File: src/rtl/mips_bus_pkg.sv
// Shared bus definitions for the multicycle MIPS core and its memory arbiter.
package mips_bus_pkg;

  localparam int ADDR_W_DEF = 32;
  localparam int DATA_W_DEF = 32;

  localparam logic [31:0]               RESET_VECTOR = 32'hBFC0_0000;
  localparam logic [DATA_W_DEF/8-1:0]   BE_ALL       = '1;

  typedef enum logic [1:0] {
    IDLE  = 2'd0,
    OWN0  = 2'd1,
    OWN1  = 2'd2,
    ABORT = 2'd3
  } arb_state_e;

  // One-hot owner of the slave port for a given arbiter state.
  function automatic logic [1:0] grant_of(arb_state_e s);
    return {s == OWN1, s == OWN0};
  endfunction

endpackage

File: src/rtl/mips_bus_watchdog.sv
// Stall counter for the bus arbiter: counts enabled cycles, clears on request,
// and flags expiry on the LIMIT-th enabled cycle. LIMIT = 0 disables it.
module mips_bus_watchdog #(
  parameter int LIMIT = 255
) (
  input  logic clk,
  input  logic reset,
  input  logic clear_i,
  input  logic enable_i,
  output logic expire_o
);

  generate
    if (LIMIT == 0) begin : g_off
      assign expire_o = 1'b0;
    end else begin : g_on
      localparam int CW = $clog2(LIMIT + 1);

      logic [CW-1:0] cnt_q, cnt_d;

      always_comb begin
        cnt_d = cnt_q;
        if (clear_i)       cnt_d = '0;
        else if (enable_i) cnt_d = cnt_q + CW'(1);
      end

      // NOTE: sequential state uses non-blocking assignments so every flop samples pre-edge values.
      always_ff @(posedge clk) begin
        if (reset) cnt_q <= '0;
        else       cnt_q <= cnt_d;
      end

      assign expire_o = enable_i && (cnt_q == CW'(LIMIT - 1));
    end
  endgenerate

endmodule

File: src/rtl/mips_bus_arbiter.sv
// Two-master Avalon-MM arbiter for the multicycle MIPS core with a stall watchdog.
// Build option MIPS_ARB_FIXED_PRIO_EN: m0 always wins ties instead of round-robin.
module mips_bus_arbiter
  import mips_bus_pkg::*;
#(
  parameter int ADDR_W         = ADDR_W_DEF,
  parameter int DATA_W         = DATA_W_DEF,
  parameter int TIMEOUT_CYCLES = 255
) (
  input  logic                clk,
  input  logic                reset,
  input  logic [ADDR_W-1:0]   m0_address,
  input  logic                m0_read,
  input  logic                m0_write,
  input  logic [DATA_W-1:0]   m0_writedata,
  input  logic [DATA_W/8-1:0] m0_byteenable,
  output logic                m0_waitrequest,
  output logic [DATA_W-1:0]   m0_readdata,
  input  logic [ADDR_W-1:0]   m1_address,
  input  logic                m1_read,
  input  logic                m1_write,
  input  logic [DATA_W-1:0]   m1_writedata,
  input  logic [DATA_W/8-1:0] m1_byteenable,
  output logic                m1_waitrequest,
  output logic [DATA_W-1:0]   m1_readdata,
  output logic [ADDR_W-1:0]   s_address,
  output logic                s_read,
  output logic                s_write,
  output logic [DATA_W-1:0]   s_writedata,
  output logic [DATA_W/8-1:0] s_byteenable,
  input  logic                s_waitrequest,
  input  logic [DATA_W-1:0]   s_readdata,
  output logic [1:0]          grant,
  output logic                timeout
);

  arb_state_e state_q, state_d;
  logic [1:0] grant_q;
  logic       timeout_q;
  logic       abort_m1_q, abort_m1_d;
  logic       m0_req, m1_req, pick_m1, owning, done, expire;
  logic       abort_m0, abort_m1;

  assign m0_req = m0_read | m0_write;
  assign m1_req = m1_read | m1_write;

`ifdef MIPS_ARB_FIXED_PRIO_EN
  assign pick_m1 = m1_req & ~m0_req;
`else
  logic rr_ptr_q, rr_ptr_d;
  assign pick_m1 = m1_req & (~m0_req | rr_ptr_q);
`endif

  // Only the owner reaches the slave; read+write together is issued as a write.
  always_comb begin
    s_address    = '0;
    s_read       = 1'b0;
    s_write      = 1'b0;
    s_writedata  = '0;
    s_byteenable = '0;
    unique case (state_q)
      OWN0: begin
        s_address    = m0_address;
        s_read       = m0_read & ~m0_write;
        s_write      = m0_write;
        s_writedata  = m0_writedata;
        s_byteenable = m0_byteenable;
      end
      OWN1: begin
        s_address    = m1_address;
        s_read       = m1_read & ~m1_write;
        s_write      = m1_write;
        s_writedata  = m1_writedata;
        s_byteenable = m1_byteenable;
      end
      default: ;
    endcase
  end

  assign owning = (state_q == OWN0) || (state_q == OWN1);
  assign done   = (s_read | s_write) & ~s_waitrequest;

  mips_bus_watchdog #(
    .LIMIT(TIMEOUT_CYCLES)
  ) u_watchdog (
    .clk     (clk),
    .reset   (reset),
    .clear_i (state_d != state_q),
    .enable_i(owning & s_waitrequest),
    .expire_o(expire)
  );

  always_comb begin
    // NOTE: every combinational output gets a default first so no path infers a latch.
    state_d    = state_q;
    abort_m1_d = abort_m1_q;
`ifndef MIPS_ARB_FIXED_PRIO_EN
    rr_ptr_d   = rr_ptr_q;
`endif
    unique case (state_q)
      IDLE: if (m0_req || m1_req) state_d = pick_m1 ? OWN1 : OWN0;
      OWN0: begin
        if (!m0_req) state_d = IDLE;
        else if (done) begin
          state_d = m1_req ? OWN1 : IDLE;
`ifndef MIPS_ARB_FIXED_PRIO_EN
          rr_ptr_d = 1'b1;
`endif
        end else if (expire) begin
          state_d    = ABORT;
          abort_m1_d = 1'b0;
        end
      end
      OWN1: begin
        if (!m1_req) state_d = IDLE;
        else if (done) begin
          state_d = m0_req ? OWN0 : IDLE;
`ifndef MIPS_ARB_FIXED_PRIO_EN
          rr_ptr_d = 1'b0;
`endif
        end else if (expire) begin
          state_d    = ABORT;
          abort_m1_d = 1'b1;
        end
      end
      ABORT: begin
        state_d = IDLE;
`ifndef MIPS_ARB_FIXED_PRIO_EN
        rr_ptr_d = ~abort_m1_q;
`endif
      end
      default: state_d = IDLE;
    endcase
  end

  always_ff @(posedge clk) begin
    if (reset) begin
      state_q    <= IDLE;
      grant_q    <= 2'b00;
      timeout_q  <= 1'b0;
      abort_m1_q <= 1'b0;
    end else begin
      state_q    <= state_d;
      grant_q    <= grant_of(state_d);
      timeout_q  <= (state_d == ABORT);
      abort_m1_q <= abort_m1_d;
    end
  end

`ifndef MIPS_ARB_FIXED_PRIO_EN
  always_ff @(posedge clk) begin
    if (reset) rr_ptr_q <= 1'b0;
    else       rr_ptr_q <= rr_ptr_d;
  end
`endif

  // An aborted owner is released with zeroed read data; everyone else waits.
  assign abort_m0 = (state_q == ABORT) & ~abort_m1_q;
  assign abort_m1 = (state_q == ABORT) &  abort_m1_q;

  assign m0_waitrequest = (state_q == OWN0) ? s_waitrequest : ~abort_m0;
  assign m1_waitrequest = (state_q == OWN1) ? s_waitrequest : ~abort_m1;
  assign m0_readdata    = abort_m0 ? '0 : s_readdata;
  assign m1_readdata    = abort_m1 ? '0 : s_readdata;

  assign grant   = grant_q;
  assign timeout = timeout_q;

endmodule

File: config.mk
export PLATFORM = sky130hd
export DESIGN_NAME = mips_bus_arbiter
export DESIGN_NICKNAME = d
export VERILOG_FILES = /design/src/rtl/mips_bus_pkg.sv /design/src/rtl/mips_bus_watchdog.sv /design/src/rtl/mips_bus_arbiter.sv
export SDC_FILE = /design/constraint.sdc
export NUM_CORES = 1
export LEC_CHECK = 0
export BUFFER_PORTS_ARGS = -buffer_cell sky130_fd_sc_hd__buf_2
export CAP_MARGIN = 10
export CORE_AREA = 2 2 122 124
export CTS_CLUSTER_SIZE = 30
export DETAILED_ROUTE_END_ITERATION = 6
export DIE_AREA = 0 0 124 126
export GPL_TIMING_DRIVEN = 0
export SYNTH_ARGS = -nofsm -noshare
export SYNTH_HDL_FRONTEND = slang
export SYNTH_SLANG_ARGS = --single-unit
File: constraint.sdc
create_clock -name clk -period 2.15 [get_ports clk]
set_input_delay 0.43 -clock clk [delete_from_list [all_inputs] [get_ports clk]]
set_output_delay 0.43 -clock clk [all_outputs]
set_load 0.02 [all_outputs]
# After elaboration in Yosys (flattened, before gate mapping)
# Cells that the tools add are included.
# totals
out_inout_bits	139
in_bits	175
elab_cells	81
reg_bits	15
mem_count	0
latch_bits	0
ramBits	0
mem_bits_ro	0
# op_classes
muxes	31
n_eq_ne	16
order_cmp	0
mul	0
div	0
n_shift	0
addsub	1
bitwise	18
n_reduce_logical	9
# ops
cell	n
$pmux 32 s2	2
$mux 32	2
$mux 2	8
$ne 2x2->1 const B	8
$mux 1	13
$add 8x1->8 const B	1
$eq 2x2->1 const B	4
$eq 8x8->1 const B	1
$pmux 2 s4	1
$pmux 4 s2	1
$and 1x1->1	7
$not 1->1	7
$reduce_and 7->1	1
$pmux 1 s2	3
$reduce_and 5->1	1
$eq 2x1->1 const B	2
$or 1x1->1	4
$pmux 1 s3	1
$reduce_bool 3->1	1
$logic_not 2->1	1
$logic_or 1x1->1	2
$ne 2x2->1	1
$reduce_bool 2->1	1
$reduce_or 2->1	1
$logic_and 1x1->1	1

# Logic depth before layout (Yosys ltp)
# depth
depth_word	10
mapped_depth	9
ltp_nobuf	8

# Hierarchy
# A second synthesis with hierarchy kept.
# hier_totals
cells_unflattened	344
hier_area_um2	2464.9
# by_module_without_submodules
module	cells_each	instances	seq_area_each_um2	area_per_inst_um2
mips_bus_arbiter	302	1	140.1	2087.0
mips_bus_watchdog	42	1	160.2	377.9

# Worst setup path before layout
# No wires, ideal clock.
# synth_timing
path_type	reg-to-output
from	register state_q[0]
to	output s_address[24]
t_arrival_ps	1774
required_time_ps	1720
path_slack_ps	-54
n_path_buf	2
stages_incl_launch_ff	7
path_cell_list	dfxtp_1 -> inv_1 -> ha_1 -> inv_2 -> clkbuf_1 -> buf_1 -> nor2_1
# synth_between
elab_chain_len	2
elab_cells_between_ends	3
cone_classes	eq/ne: 2; mux: 1
# synth_lines
item	line	source
start: declaration	mips_bus_arbiter.sv:37	arb_state_e state_q, state_d;
start signal: assignment	mips_bus_arbiter.sv:143	state_q <= state_d;
$eq 2x2->1 / $eq 2x1->1 (equally long branches)	mips_bus_arbiter.sv:61	unique case (state_q)
$pmux 32 s2 (*)	mips_bus_arbiter.sv:61	
end: declaration	mips_bus_arbiter.sv:26	output logic [ADDR_W-1:0] s_address,
# Every way passes the cells marked *; elsewhere a longest branch is shown, timed or not.

# Worst setup path after layout
# layout_timing
from	register state_q[1]
to	output s_address[25]
# The elaborated chain is that of the path after synthesis.

==> reports/summary.txt <==
Worst setup EP type: output port
Post-synthesis cell count: 348
DR WL/cell: 14.7 um
Highest routed layer: met4
Initial antenna violation count: 1
Hold_sp: reset
Async SR Flop Fraction: 0%
Die area: 15600 sq um
Final worst slack: 0.00165 ns
DP Worst Slack: -0.575 ns
Drt first pass iters: 4
Netlist Area Pre-Place: 2270 sq um
Total CTS buffers: 3
Root Driver: clkbuf_16
Min-Delay Path Class: input pin to flip-flop
Die height: 126 um
Placed Area: 4120 sq um
Syn_area_per_cell: 6.53 sq um
Layout cells sized above 1: 67.9%
Synth-to-Final Area Change: 123%
Setup TNS: 0 ns
CP startpoint: state_q[1]
Die width: 124 um
Reg2reg start: state_q[0]
Peak Freq: 465 MHz
Post-synth net total: 530
Pwr/cell area: 804 nW/um^2
Setup-failing EPs final: 0
Run status: complete, no violations
First-pass GRT wire length: 16700 um
Hold slack: 0.510 ns
EDFF count, synth: 0
Skew final: 0.00196 ns
Final nets: 860
Static leakage: 2.40 nW
Final non-filler cell area: 5080 sq um
Maxcap violations: 0
Critical path class: flip-flop to output port
Unrepaired setup endpoints after global routing: true
GRT Util Overall: 13.3%
Hold-fix buffers at CTS: 0
CTS tree: done
Drt drc: 0
Port Buf Inserts: 312
Met2 routed WL: 6550 um
CP Max Fanout: 10
Met1 WL: 5140 um
Num Clock Sinks: 15
GR Overflow Total: 0
Final worst path period need: 2.15 ns
Slew @ Worst Pin: 0.540 ns
FF+latch count, synth: 15
Clock slew at reported path FFs: 0.05 ns
Core area: 14300 sq um
DRT iter0 DRCs: 175
Placer Congestion: 0.823
Worst vdd ir: 0.298 mV
Initial Util: 15.9%
Number of H-tree levels: 1
Top Ports: 314
Routed wire length: 12700 um
Vias in the first global route: 3255
Final period utilization: 99.9%
Required time worst endpoint: 1.72 ns
Fraction of the yosys area taken by sequential cells: 13.2%
Number of synthesis warnings: 0
Worst EP arrival: 1.72 ns
Most used DFF post-synth: dfxtp_1
Overall power: 0.00408 W
Synth unique cells: 41
Vias/cell: 4.37
Num rows: 44
Largest net degree at the start of global routing: 11
ANT nets after route: 0
Hpwl dp: 9760 um
Via count: 3771
Clock Latency Late Sink: 0.25 ns
Clk buf depth: 2
Hold Fails Final Rpt: 0
Relative slew slack: 63.6%
CP Launch Type: flip-flop
Met3 WL: 923 um
Max Slew Vio Count: 0
==> synth_stat cells, drive strengths merged (2+ instances only) <==
cell type / n / area share, %
nor3: 11 / 2.9
inv: 8 / 1.3
nor2: 84 / 14
o21ai: 6 / 1.3
clkbuf: 26 / 4.3
ha: 7 / 3.9
nand2: 10 / 1.8
and2: 65 / 18
nand4b: 2 / 0.77
xnor2: 4 / 1.5
dfxtp: 15 / 13
a22oi: 69 / 23
a31oi: 4 / 1.4
a221oi: 2 / 1.3
xor2: 3 / 1.2
a21oi: 6 / 1.3
o21a: 2 / 0.66
nand3: 4 / 0.88
and3: 2 / 0.55
buf: 4 / 0.83
or2: 2 / 0.66
==> per-stage QoR <==
| step | utilization [%] | cells |
|---|---|---|
| finish | 35.5 | 862 |
| global route | 35.4 | 861 |
| CTS | 31.8 | 853 |
| detailed placement | 28.8 | 844 |
| global placement | 28.8 | 844 |
| floorplan | - | 348 |
==> per-layer routing <==
| metal | vias up | GRT usage [%] |
|---|---|---|
| li1 | 1886 | - |
| met1 | 1720 | 17.2 |
| met2 | 156 | 24.1 |
| met3 | 9 | 1.99 |
| met4 | 0 | 1.19 |
| met5 | - | 0 |
==> placed cells by master (no fill, tap or decap), drive strengths merged, types with 3 or more instances in the layout <==
cell	count
xnor2	4
clkbuf	21
ha	7
dfxtp	15
inv	8
xor2	3
a21oi	6
buf	337
nor2	84
nor3	11
a31oi	4
a22oi	69
nand2	10
o21ai	6
and2	65
nand3	4
==> registers in the layout, indices dropped and copies added (netlist names) <==
| signal | cells |
|---|---|
| u_watchdog.g_on.cnt_q | 8 |
| grant | 2 |
| state_q | 2 |
| abort_m1_q | 1 |
| rr_ptr_q | 1 |
| timeout | 1 |
==> worst max-delay path, cell delays in order, from the launching register on <==
cell	delay, ns
dfxtp_4	0.36
buf_4	0.15
ha_4	0.19
clkbuf_16	0.17
clkbuf_8	0.18
a22oi_2	0.21
nor2_2	0.05
buf_4	0.15
==> cell type report <==
cell class | count | area [sq um]
inverter | 8 | 37.5
clock inverter | 1 | 5.00
timing repair buffer | 325 | 1830
antenna | 1 | 2.50
sequential | 15 | 308
buffer | 30 | 318
clock buffer | 3 | 75.1
tap | 184 | 230
multi-input combinational | 295 | 2270
fill | 1506 | 9240
==> report_power, final <==
group          internal (W)  switching (W)  leakage [nW]  total [W]
clock              0.000249       0.000120        0.0409   0.000369
sequential         0.000322      0.0000304         0.123   0.000353
combinational       0.00142        0.00194          2.23    0.00336
total               0.00199        0.00209          2.40    0.00408
==> kinds of logic (layout without fill, tap and decap cells) <==
logic type	after synthesis	after routing	synth area share [%]
AND/OR/NAND/NOR	184	184	40.6
AO/OA/AOI/OAI	96	96	32.7
buffers and inverters	38	367	6.44
flip-flops	15	15	13.2
adder cells (fa/ha/maj)	7	7	3.85
XOR/XNOR	7	7	2.70
multiplexers	1	1	0.495
other	0	1	0
==> timing repair <==
| action | in CTS | in global routing |
|---|---|---|
| gates resized for setup | 88 | 130 |
| pin swaps | 3 | 29 |
| endpoints found under the setup margin | 102 | 120 |
| gates cloned | 0 | 2 |
| buffers inserted | 5 | 6 |
==> final timing paths <==
| check | end | slack, ns | cells past startpoint |
|---|---|---|---|
| max | s_address[25] | 0.002 | 7 |
| min | abort_m1_q | 0.51 | 2 |
| max reg2reg | u_watchdog.g_on.cnt_q[7] | 0.09 | 9 |
| min reg2reg | u_watchdog.g_on.cnt_q[7] | 0.55 | 2 |
Note: power is estimated with default switching activity, not from simulation.
